<file path="config.mk">
export PLATFORM = sky130hd
export DESIGN_NAME = hb_ifc_mem_xcel
export DESIGN_NICKNAME = d
export VERILOG_FILES = /design/src/rtl/hb_ifc_mem_xcel_pkg.sv /design/src/rtl/hb_ifc_mem_xcel_csr.sv /design/src/rtl/hb_ifc_mem_xcel.sv
export SDC_FILE = /design/constraint.sdc
export NUM_CORES = 1
export LEC_CHECK = 0
export CAP_MARGIN = 20
export CORE_MARGIN = 2
export CORE_UTILIZATION = 50
export CTS_CLUSTER_DIAMETER = 80
export CTS_CLUSTER_SIZE = 25
export DETAILED_ROUTE_END_ITERATION = 10
export PLACE_DENSITY = 0.78
export SLEW_MARGIN = 10
export SYNTH_ARGS = -nofsm -noshare
export SYNTH_HDL_FRONTEND = slang
export SYNTH_SLANG_ARGS = --single-unit
</file>
<file path="constraint.sdc">
create_clock -name clk -period 3.9 [get_ports clk]
set_clock_uncertainty 0.2 [all_clocks]
set_input_delay 0.78 -clock clk [delete_from_list [all_inputs] [get_ports clk]]
set_output_delay 0.78 -clock clk [all_outputs]
set_load 0.01 [all_outputs]
</file>
<file path="src/rtl/hb_ifc_mem_xcel_pkg.sv">
// Shared constants and types for the HammerBlade memory-copy accelerator.
// CSR indices, master request types, engine states and the load-tag marker bit.
package hb_ifc_mem_xcel_pkg;

    // CSR word indices (slave_addr[2:0])
    localparam logic [2:0] CSR_CTRL = 3'd0;
    localparam logic [2:0] CSR_SRC  = 3'd1;
    localparam logic [2:0] CSR_DST  = 3'd2;
    localparam logic [2:0] CSR_SIZE = 3'd3;
    localparam logic [2:0] CSR_SUM  = 3'd4;

    // Master request types
    localparam logic MTYPE_LOAD  = 1'b0;
    localparam logic MTYPE_STORE = 1'b1;

    // Bit of the opaque tag that marks a load issued by this engine
    localparam int LOAD_TAG_BIT = 10;

    typedef enum logic [1:0] {
        IDLE = 2'd0,
        LD   = 2'd1,
        WT   = 2'd2,
        ST   = 2'd3
    } eng_state_e;

endpackage

</file>
<file path="src/rtl/hb_ifc_mem_xcel_csr.sv">
// Slave-side CSR block: accepts every request in the cycle it is presented,
// holds SRC/DST/SIZE, and returns a registered read/ack response one cycle later.
// The byte mask and the upper address bits are intentionally unused.
module hb_ifc_mem_xcel_csr
    import hb_ifc_mem_xcel_pkg::*;
#(
    parameter int data_width_p = 32,
    parameter int addr_width_p = 32
) (
    input  logic                    clk,
    input  logic                    reset_n,
    input  logic [addr_width_p-1:0] slave_addr,
    input  logic [data_width_p-1:0] slave_data,
    input  logic [3:0]              slave_mask,
    input  logic                    slave_type,
    input  logic                    slave_val,
    output logic                    slave_yum,
    output logic [data_width_p-1:0] slave_ret_data,
    output logic                    slave_ret_val,
    input  logic                    busy,
    input  logic                    done,
    input  logic [data_width_p-1:0] sum,
    output logic                    go,
    output logic [addr_width_p-1:0] src,
    output logic [addr_width_p-1:0] dst,
    output logic [data_width_p-1:0] size
);

    logic [2:0]              idx;
    logic                    wr_en;
    logic [data_width_p-1:0] rd_data;
    logic [data_width_p-1:0] ret_data_p1;
    logic                    ret_vld_p1;
    logic                    unused_slave_bits;

    assign idx               = slave_addr[2:0];
    assign wr_en             = slave_val && slave_type;
    assign slave_yum         = slave_val;
    assign go                = wr_en && (idx == CSR_CTRL) && slave_data[0];
    assign unused_slave_bits = ^{slave_mask, slave_addr[addr_width_p-1:3]};

    // Configuration registers; writes land only while the engine is idle.
    always_ff @(posedge clk or negedge reset_n) begin
        if (!reset_n) begin
            src  <= '0;
            dst  <= '0;
            size <= '0;
        end else if (wr_en && !busy) begin
            case (idx)
                CSR_SRC:  src  <= slave_data[addr_width_p-1:0];
                CSR_DST:  dst  <= slave_data[addr_width_p-1:0];
                CSR_SIZE: size <= slave_data;
                default:  ;
            endcase
        end
    end

    // Read mux over the current CSR values; unmapped indices read zero.
    always_comb begin
        rd_data = '0;
        case (idx)
            CSR_CTRL: rd_data = {{(data_width_p-2){1'b0}}, done, busy};
            CSR_SRC:  rd_data = data_width_p'(src);
            CSR_DST:  rd_data = data_width_p'(dst);
            CSR_SIZE: rd_data = size;
            CSR_SUM:  rd_data = sum;
            default:  rd_data = '0;
        endcase
    end

    // One-cycle response register: read data for loads, zero for write acks.
    always_ff @(posedge clk or negedge reset_n) begin
        if (!reset_n) begin
            ret_vld_p1  <= 1'b0;
            ret_data_p1 <= '0;
        end else begin
            ret_vld_p1  <= slave_val;
            ret_data_p1 <= (slave_val && !slave_type) ? rd_data : '0;
        end
    end

    assign slave_ret_val  = ret_vld_p1;
    assign slave_ret_data = ret_data_p1;

endmodule

</file>
<file path="src/rtl/hb_ifc_mem_xcel.sv">
// HammerBlade memory-copy accelerator core: CSR slave plus a word-copy engine
// that loads SRC+4i, waits for the tagged response, and stores it to DST+4i.
// Optional feature macro: HB_XCEL_CHECKSUM_EN adds the SUM accumulator (CSR 4);
// without it CSR 4 reads zero and copy behaviour is identical.
module hb_ifc_mem_xcel
    import hb_ifc_mem_xcel_pkg::*;
#(
    parameter int data_width_p    = 32,
    parameter int addr_width_p    = 32,
    parameter int load_id_width_p = 11
) (
    input  logic                       clk,
    input  logic                       reset_n,
    input  logic [addr_width_p-1:0]    slave_addr,
    input  logic [data_width_p-1:0]    slave_data,
    input  logic [3:0]                 slave_mask,
    input  logic                       slave_type,
    input  logic                       slave_val,
    output logic                       slave_yum,
    output logic [data_width_p-1:0]    slave_ret_data,
    output logic                       slave_ret_val,
    output logic                       master_val,
    output logic                       master_type,
    output logic [addr_width_p-1:0]    master_addr,
    output logic [load_id_width_p-1:0] master_opq,
    output logic [data_width_p-1:0]    master_data,
    output logic [3:0]                 master_mask,
    input  logic                       master_rdy,
    input  logic [data_width_p-1:0]    master_ret_data,
    input  logic [load_id_width_p-1:0] master_ret_opq,
    input  logic                       master_ret_val
);

    logic                       go;
    logic [addr_width_p-1:0]    src;
    logic [addr_width_p-1:0]    dst;
    logic [data_width_p-1:0]    size;
    logic [data_width_p-1:0]    sum_q;
    logic                       busy;
    logic                       resp_hit;

    eng_state_e                 state_q, state_n;
    logic [data_width_p-1:0]    idx_q, idx_n, idx_inc;
    logic                       done_q, done_n;
    logic                       mval_q, mval_n;
    logic                       mtype_q, mtype_n;
    logic [addr_width_p-1:0]    maddr_q, maddr_n;
    logic [load_id_width_p-1:0] mopq_q, mopq_n;
    logic [data_width_p-1:0]    mdata_q, mdata_n;

    // Load tag: marker bit set, low bits carry the word index.
    function automatic logic [load_id_width_p-1:0] load_tag(input logic [data_width_p-1:0] idx);
        logic [load_id_width_p-1:0] tag;
        tag                      = '0;
        tag[LOAD_TAG_BIT-1:0]    = idx[LOAD_TAG_BIT-1:0];
        tag[LOAD_TAG_BIT]        = 1'b1;
        return tag;
    endfunction

    // Byte address of word idx from base; wraps modulo the address width.
    function automatic logic [addr_width_p-1:0] word_addr(input logic [addr_width_p-1:0] base,
                                                          input logic [data_width_p-1:0] idx);
        return base + addr_width_p'({idx, 2'b00});
    endfunction

    assign busy     = (state_q != IDLE);
    assign idx_inc  = idx_q + 1'b1;
    // Store acks never match: every issued tag has the marker bit set.
    assign resp_hit = master_ret_val && (master_ret_opq == mopq_q);

    hb_ifc_mem_xcel_csr #(
        .data_width_p (data_width_p),
        .addr_width_p (addr_width_p)
    ) u_csr (
        .clk            (clk),
        .reset_n        (reset_n),
        .slave_addr     (slave_addr),
        .slave_data     (slave_data),
        .slave_mask     (slave_mask),
        .slave_type     (slave_type),
        .slave_val      (slave_val),
        .slave_yum      (slave_yum),
        .slave_ret_data (slave_ret_data),
        .slave_ret_val  (slave_ret_val),
        .busy           (busy),
        .done           (done_q),
        .sum            (sum_q),
        .go             (go),
        .src            (src),
        .dst            (dst),
        .size           (size)
    );

    // Engine state, word index, done flag and the registered master request.
    always_ff @(posedge clk or negedge reset_n) begin
        if (!reset_n) begin
            state_q <= IDLE;
            idx_q   <= '0;
            done_q  <= 1'b0;
            mval_q  <= 1'b0;
            mtype_q <= MTYPE_LOAD;
            maddr_q <= '0;
            mopq_q  <= '0;
            mdata_q <= '0;
        end else begin
            state_q <= state_n;
            idx_q   <= idx_n;
            done_q  <= done_n;
            mval_q  <= mval_n;
            mtype_q <= mtype_n;
            maddr_q <= maddr_n;
            mopq_q  <= mopq_n;
            mdata_q <= mdata_n;
        end
    end

    // Copy FSM: next state and the next master request, computed on each transition
    // so the request fields stay frozen while the master side stalls.
    always_comb begin
        state_n = state_q;
        idx_n   = idx_q;
        done_n  = done_q;
        mval_n  = mval_q;
        mtype_n = mtype_q;
        maddr_n = maddr_q;
        mopq_n  = mopq_q;
        mdata_n = mdata_q;
        case (state_q)
            IDLE: begin
                if (go) begin
                    idx_n = '0;
                    if (size == '0) begin
                        done_n = 1'b1;
                    end else begin
                        done_n  = 1'b0;
                        state_n = LD;
                        mval_n  = 1'b1;
                        mtype_n = MTYPE_LOAD;
                        maddr_n = src;
                        mopq_n  = load_tag('0);
                        mdata_n = '0;
                    end
                end
            end
            LD: begin
                if (master_rdy) begin
                    state_n = WT;
                    mval_n  = 1'b0;
                end
            end
            WT: begin
                if (resp_hit) begin
                    state_n = ST;
                    mval_n  = 1'b1;
                    mtype_n = MTYPE_STORE;
                    maddr_n = word_addr(dst, idx_q);
                    mdata_n = master_ret_data;
                end
            end
            ST: begin
                if (master_rdy) begin
                    idx_n = idx_inc;
                    if (idx_inc == size) begin
                        state_n = IDLE;
                        mval_n  = 1'b0;
                        done_n  = 1'b1;
                    end else begin
                        state_n = LD;
                        mval_n  = 1'b1;
                        mtype_n = MTYPE_LOAD;
                        maddr_n = word_addr(src, idx_inc);
                        mopq_n  = load_tag(idx_inc);
                        mdata_n = '0;
                    end
                end
            end
            default: state_n = IDLE;
        endcase
    end

`ifdef HB_XCEL_CHECKSUM_EN
    // Checksum of every accepted load word; a GO in idle restarts it.
    always_ff @(posedge clk or negedge reset_n) begin
        if (!reset_n) begin
            sum_q <= '0;
        end else if ((state_q == IDLE) && go) begin
            sum_q <= '0;
        end else if ((state_q == WT) && resp_hit) begin
            sum_q <= sum_q + master_ret_data;
        end
    end
`else
    assign sum_q = '0;
`endif

    assign master_val  = mval_q;
    assign master_type = mtype_q;
    assign master_addr = maddr_q;
    assign master_opq  = mopq_q;
    assign master_data = mdata_q;
    assign master_mask = 4'hF;

endmodule

</file>
==> metrics.md, run 1 <==
| Metric | Value |
|---|---|
| First-pass detailed-route iteration total | 5 |
| Wirelength, routed | 49.5 mm |
| Final Cycle Share | 98.5% |
| Die X | 179 µm |
| DRC | 0 |
| Initial antenna violation count | 0 |
| Diode count | 0 |
| Synth Flop Type | dfrtp_1 |
| Placeable Area | approximately 30,000 µm² |
| Setup_tns | 0 ps |
| Highest Signal Layer | met4 |
| Pleak | 0.00946 µW |
| Setup violators final | 0 |
| I/O pin count | ~230 |
| DRT iter0 DRCs | 1,075 |
| CP Data Required Time | 4070 ps |
| Area grow syn2layout | 32.8% |
| Period minus WS final | 3840 ps |
| Layout filler cell count | ~2,400 |
| Max-cap violation count | 0 |
| Gate Count Post-Synth | 1,552 |
| WHS | 117 ps |
| Sink Count | between 200 and 250 |
| Synth Register Bits | between 200 and 250 |
| Multi-input gate area | 9240 µm² |
| Critical Path AT | 4010 ps |
| Post-DP HPWL | around 37 mm |
| RSZ-0062 raised after global routing | yes |
| Crit. End Element | flop |
| Clock Latency Late Sink | 500 ps |
| Crit Path Max Fanout | 5 |
| Hold-fix buffers, CTS | 0 |
| Sequential fraction of the synthesis area | between 30 and 40% |
| Reg2Reg Depth | 13 |
| WS Path Type | reg2reg |
| Area after DPL | 19,000 µm² |
| Max Clock Freq | 260 MHz |
| Total power | 12,100 µW |
| Cell Area, Synth | 15,400 µm² |
| Largest net degree at the start of global routing | 95 |
| PD cells | 592 nW/µm² |
| Worst min path class | in2async |
| Slew Limit Fails | 0 |
| Vias in the first global route | between 10,000 and 15,000 |
| First-pass GRT wire length | 73.3 mm |
| Routability cong. | 1.00 |
| FF-to-FF Start | idx_q[2] |
| TritonCTS Buffers | 15 |
| Status | complete, no violations |
| Avg Vias per Cell | 6.07 |
| Register area | 6040 µm² |
| M1 WL | 20.9 mm |
| Largest vdd supply drop | 0.376 mV |
| Wire length on met3 | slightly above 4 mm |
| Warnings, synthesis | 0 |
| Post-synth EDFFs | 0 |
| Crit start category | flop |
| Final Cell Area | 20,400 µm² |
| Reg2reg setup slack | 60 ps |
| Root buf cell | clkbuf_16 |
| Gr usage total | 29.3% |
| Overflow after GRT | 0 |
| Maximum clock path buffer count | 3 |
| Detail Route Antenna Nets | 0 |
| CTS tree | yes |
| I/O Buffers | 194 |
| Share of cells above drive strength 1 | 27.1% |
| H-tree Lvls | 1 |
| DR WL/cell | roughly 21 µm |
| Standard-cell rows | between 60 and 70 |
| Met2 WL post-DR | approximately 23 mm |
| DIE AREA | 32,100 µm² |
| Fin. Hold Viols | 0 |
| Worst r2r dst | master_addr[25] |
| Routed vias | around 14,000 |
| CTS clk-pin slew, worst paths | 100 ps |
| Actual slew at the worst max-slew pin | 964 ps |
| Final nets | 2,093 |
| Async SR Flop Fraction | 100% |
| Distinct cells, synth | 83 |
| Syn Area/Cell | 9.89 µm² |
| Die height | 179 µm |
| Slew HR | 35.7% |
| Initial core utilization | 50.5% |
[worst max path at each step]
stage / startpoint / endpoint / slack, ps
6_report: idx_q[2] / master_addr[25] / 60
5_1_grt: idx_q[0] / master_addr[30] / -80
4_1_cts: idx_q[0] / master_addr[30] / 4
3_5_place_dp: idx_q[0] / master_addr[30] / -260
3_3_place_gp: idx_q[0] / master_addr[30] / -190
2_1_floorplan: idx_q[1] / master_addr[30] / 40
[metrics by stage]
step	utilization, %	std cells	setup slack [ps]
floorplan	-	1555	43.5
detailed placement	62.6	2260	-263
CTS	64.5	2287	3.82
finish	67.0	2312	58.3
global route	67.0	2312	-80.3
global placement	62.6	2260	-192
[worst max-delay path, stage by stage, from the launching register on]
cell      delay (ps)
dfrtp_2          450
buf_4            150
buf_4            150
ha_1             360
and3_1           230
a211oi_2         320
o21ba_2          320
a21oi_1          160
o221ai_1         240
buf_4            180
o21ai_0          130
xor2_1           170
a222oi_1         470
a31oi_1          160
[synthesized netlist by cell type (all sizes together) (3+ instances only)]
master | number | share of area [%]
o21bai | 9 | 0.44
nor4 | 26 | 1.4
o2bb2ai | 3 | 0.17
a22o | 16 | 0.91
o21ai | 68 | 2.2
or2 | 4 | 0.16
mux2i | 45 | 2.9
nand2 | 130 | 3.2
a211oi | 9 | 0.44
a32oi | 3 | 0.17
dfrtp | 241 | 39
a21o | 29 | 1.4
o311ai | 3 | 0.17
nor3b | 3 | 0.15
nor2b | 9 | 0.37
nor2 | 77 | 1.9
a31oi | 14 | 0.57
a21oi | 72 | 2.3
a221o | 6 | 0.39
nand2b | 9 | 0.37
xnor2 | 79 | 4.5
o41ai | 4 | 0.23
o21a | 6 | 0.29
and4 | 7 | 0.40
and2 | 7 | 0.29
buf | 24 | 1.2
o221ai | 9 | 0.51
and3 | 21 | 0.86
xor2 | 35 | 2.0
nor3 | 22 | 0.78
nand3 | 38 | 1.2
nand4 | 33 | 1.5
o31ai | 14 | 0.68
or3 | 7 | 0.29
o211ai | 9 | 0.44
or4 | 8 | 0.39
inv | 76 | 1.9
ha | 63 | 5.1
mux2 | 152 | 11
a22oi | 46 | 2.2
nand3b | 7 | 0.34
clkbuf | 66 | 1.6
[layer usage]
metal,track usage (%),vias to the layer above
li1,-,6380
met5,0,-
met1,39.8,6929
met3,5.24,96
met4,10.1,0
met2,47.3,623
[flip-flops by register name (all words and copies together) (netlist names)]
| signal | flops |
|---|---|
| master_type | 1 |
| u_csr.size | 32 |
| done_q | 1 |
| state_q | 2 |
| u_csr.src | 32 |
| master_opq | 11 |
| u_csr.slave_ret_val | 1 |
| idx_q | 32 |
| master_addr | 32 |
| u_csr.dst | 32 |
| u_csr.slave_ret_data | 32 |
| master_data | 32 |
| master_val | 1 |
[where the power goes]
part / switching, µW / internal, µW / total (µW) / leakage, µW
Clock: 924 / 744 / 1670 / 0.000222
Sequential: 735 / 3170 / 3910 / 0.00320
Combinational: 3220 / 3270 / 6490 / 0.00603
Total: 4880 / 7180 / 12100 / 0.00946
[cells by family (layout without fill, tap and decap cells)]
kind of cell             count (synthesis)  count (layout)  synth area share [%]
multiplexers                           199             199                  14.4
flip-flops                             241             241                  39.3
buffers and inverters                  166             527                  4.69
XOR/XNOR                               116             116                  6.80
AND/OR/NAND/NOR                        416             416                  14.1
adder cells (fa/ha/maj)                 65              65                  5.39
other                                    1               4                0.0244
AO/OA/AOI/OAI                          348             348                  15.3
[area by class of cell]
class | count | area share [%]
flip-flops and latches | 241 | 29.6
clock buffers | 16 | 1.86
multi-input cells | 1148 | 45.3
inverters | 76 | 1.40
well taps | 396 | 2.43
repair buffers | 429 | 19.1
clock inverters | 6 | 0.337
[timing repair]
item	CTS	global route
setup endpoints to repair	55	62
pin swaps	12	40
gates cloned	0	3
resized for setup	28	120
endpoints found under the hold margin	0	0
setup buffers	5	24
[cells in the final DEF (no fill, tap or decap), drive strengths merged, types with 14 or more instances in the layout]
cell             n
a31oi           14
inv             82
clkbuf          18
nor3            22
a22o            16
nand4           33
xnor2           79
dfrtp          241
o21ai           68
a21o            29
o31ai           14
nor4            26
and3            21
mux2i           45
nor2            77
nand2          130
ha              63
a21oi           72
clkdlybuf4s50  193
a22oi           46
mux2           152
buf            234
xor2            35
nand3           38
(Power assumes the default switching activity.)
==> run 2, diff against run 1 <==
Settings changed: CORE_UTILIZATION 50 to 55, PLACE_DENSITY 0.78 to 0.81, SKIP_LAST_GASP from default to 1.
Clock period 3.9 ns to 3.8 ns, I/O delays scaled along.
==> run 2 against run 1 <==
  * The run now ends with setup timing left
  * Utilization increased by 5.8 points
  * Via count decreased by 0.51%
  * Register-to-register slack got worse by 200 ps
  * Largest cell class unchanged
==> metrics.md, run 2 (synthesized netlist as in run 1, its figures left out) <==
| Metric | Value |
|---|---|
| Die X | 171 µm (-4.5%) |
| Hold-fix buffers, CTS | 0 (unchanged) |
| First-pass detailed-route iteration total | 6 (+1) |
| Worst Setup SP | idx_q[0] |
| Pleak | 0.00926 µW (-2.0%) |
| Gr usage total | 33.1% (+3.8 points) |
| Placed Cells | 2,240 (-0.88%) |
| Largest vdd supply drop | 0.452 mV (+20%) |
| Final core area utilization | 72.8% (+5.8 points) |
| DIE AREA | 29,300 µm² (-8.9%) |
| CP Data Required Time | 4020 ps (-50 ps) |
| PD cells | 613 nW/µm² (+3.6%) |
| Actual slew at the worst max-slew pin | 979 ps (+15.3 ps) |
| Clock Latency Late Sink | 510 ps (about the same) |
| Reg2reg setup slack | -140 ps (-200 ps) |
| RSZ-0062 raised after global routing | yes |
| Worst r2r dst | master_addr[30] |
| DRC | 0 (unchanged) |
| Fin. Hold Viols | 0 (unchanged) |
| Overflow after GRT | 0 (unchanged) |
| Die height | 171 µm (-4.5%) |
| Initial antenna violation count | 1 (+1) |
| Routability cong. | 0.989 (-1.4%) |
| Period minus WS final | 3940 ps (+98.9 ps) |
| CTS clk-pin slew, worst paths | 100 ps (about the same) |
| Critical Path AT | 4160 ps (+150 ps) |
| Violated checks | setup timing |
| Setup violators final | 53 (+53) |
| Most common cell after layout, fill and taps aside | dfrtp_1 |
| Crit Path Max Fanout | 4 (-1) |
| WS Path Type | reg2reg |
| Slew HR | 34.6% (-1.1 points) |
| Avg Vias per Cell | 6.12 (+0.79%) |
| DR WL/cell | 21.5 µm (+0.66%) |
| Most frequent cells in the layout | dfrtp_1 (237), buf_4 (198), clkdlybuf4s50_1 (193) |
| Final nets | 2,079 (-0.67%) |
| I/O pin count | 232 (unchanged) |
| Root buf cell | clkbuf_16 |
| Reg2Reg Depth | 17 (+4) |
| Max-cap violation count | 0 (unchanged) |
| CTS tree | yes |
| Standard-cell rows | 61 (-4.7%) |
| Layout Cells excl Fill | 2,282 (-1.3%) |
| First-pass GRT wire length | 76.2 mm (+3.9%) |
| Share of cells above drive strength 1 | 24.9% (-2.2 points) |
| Layout filler cell count | 2,005 (-16%) |
| DRT iter0 DRCs | 1,096 (+2.0%) |
| Area grow syn2layout | 31.0% |
| Post-DP HPWL | 36.4 mm (-0.63%) |
| Place WS | -340 ps (-77.2 ps) |
| Worst setup margin | -141 ps (-199 ps) |
| Slew Limit Fails | 0 (unchanged) |
| Routed vias | 14,000 (-0.51%) |
| Crit start category | flop |
| Vias in the first global route | 14,100 (+5.2%) |
| I/O Buffers | 194 (unchanged) |
| Placeable Area | 27,600 µm² (-9.2%) |
| Initial core utilization | 55.6% (+5.1 points) |
| Worst min path class | in2async |
| Detail Route Antenna Nets | 0 (unchanged) |
| Max Clock Freq | 254 MHz (-2.5%) |
| Crit. End Element | flop |
| Status | finished with violations |
| Diode count | 0 (unchanged) |
| Maximum clock path buffer count | 3 (unchanged) |
| Setup_tns | -2920 ps (-2920 ps) |
| FF-to-FF Start | idx_q[0] |
| Critical Path Sink | master_addr[30] |
| Largest net degree at the start of global routing | 91 (-4.2%) |
| Final Cycle Share | 104% (+5.2 points) |
| Wirelength, routed | 49.2 mm (-0.65%) |
| TritonCTS Buffers | 15 (unchanged) |
| Sink Count | 241 (unchanged) |
| H-tree Lvls | 1 (unchanged) |
run 2: cell count changes in the layout (fill, tap and decap cells not counted), moves of 4 or more:
cell     previous run  this run
buf_8               2         7
mux2_4             23        14
buf_4             211       198
xnor2_1            73        77
xnor2_2             6         1
a21oi_1            61        68
mux2_1              0         6
a21oi_2            11         3
buf_6              14         8
run 2: per-layer routing:
metal | track usage (%) | share of wire, %
met4 | 11.5 | 3.5
met1 | 44.3 | 42
met3 | 4.79 | 8.0
met5 | 0 | 0
met2 | 55.1 | 47
run 2: cell type report:
class,instances,area [µm²],area share [%]
Tap cell,378,473,2.35
Clock inverter,7,96.3,0.479
Timing Repair Buffer,415,3810,18.9
Multi-Input combinational cell,1148,9030,44.9
Clock buffer,17,383,1.90
Inverter,76,285,1.42
Sequential cell,241,6040,30.0
run 2: metrics by stage:
stage                     hold WS (ps)  total power (µW)  cell area [µm²]
after CTS                          104             12000            19800
after floorplan                    264              7510            15400
after global routing               114             13000            20100
after global placement             276              9610            19000
after detailed placement           284              9830            19000
final                             62.6             12300            20100
run 2: what timing repair did:
item,in CTS,in global routing
pin swaps,20,32
gates cloned,2,0
setup endpoints to repair,72,79
hold endpoints to repair,0,0
setup buffers,10,9
gates resized for setup,52,56
run 2: power breakdown:
group / switching (µW) / total, µW / leakage (µW) / internal (µW)
clock network: 951 / 1780 / 0.000229 / 830
registers: 767 / 4020 / 0.00320 / 3260
logic: 3230 / 6520 / 0.00583 / 3290
run 2: worst max-delay path, cell delays in order, from the launching register on:
cell      delay [ps]
dfrtp_2          420
ha_4             170
nand4_1          160
buf_4            200
nor4_4           370
xor2_2           150
ha_1             320
nand4_1          140
or3_1            390
a211oi_2         140
buf_4            170
o21ai_4           90
o311ai_2         230
buf_4            170
o31ai_2           60
xnor2_1          140
a22oi_1           80
a41oi_1          250
run 2: worst min-delay path by stage:
stage	from	endpoint	slack, ps	depth (start not counted)
6_report	reset_n	u_csr.slave_ret_val	60	1
5_1_grt	reset_n	u_csr.slave_ret_val	110	1
3_3_place_gp	master_addr[6]	master_addr[6]	280	1
3_5_place_dp	master_addr[13]	master_addr[13]	280	1
4_1_cts	reset_n	u_csr.src[27]	100	1
2_1_floorplan	reset_n	done_q	260	0
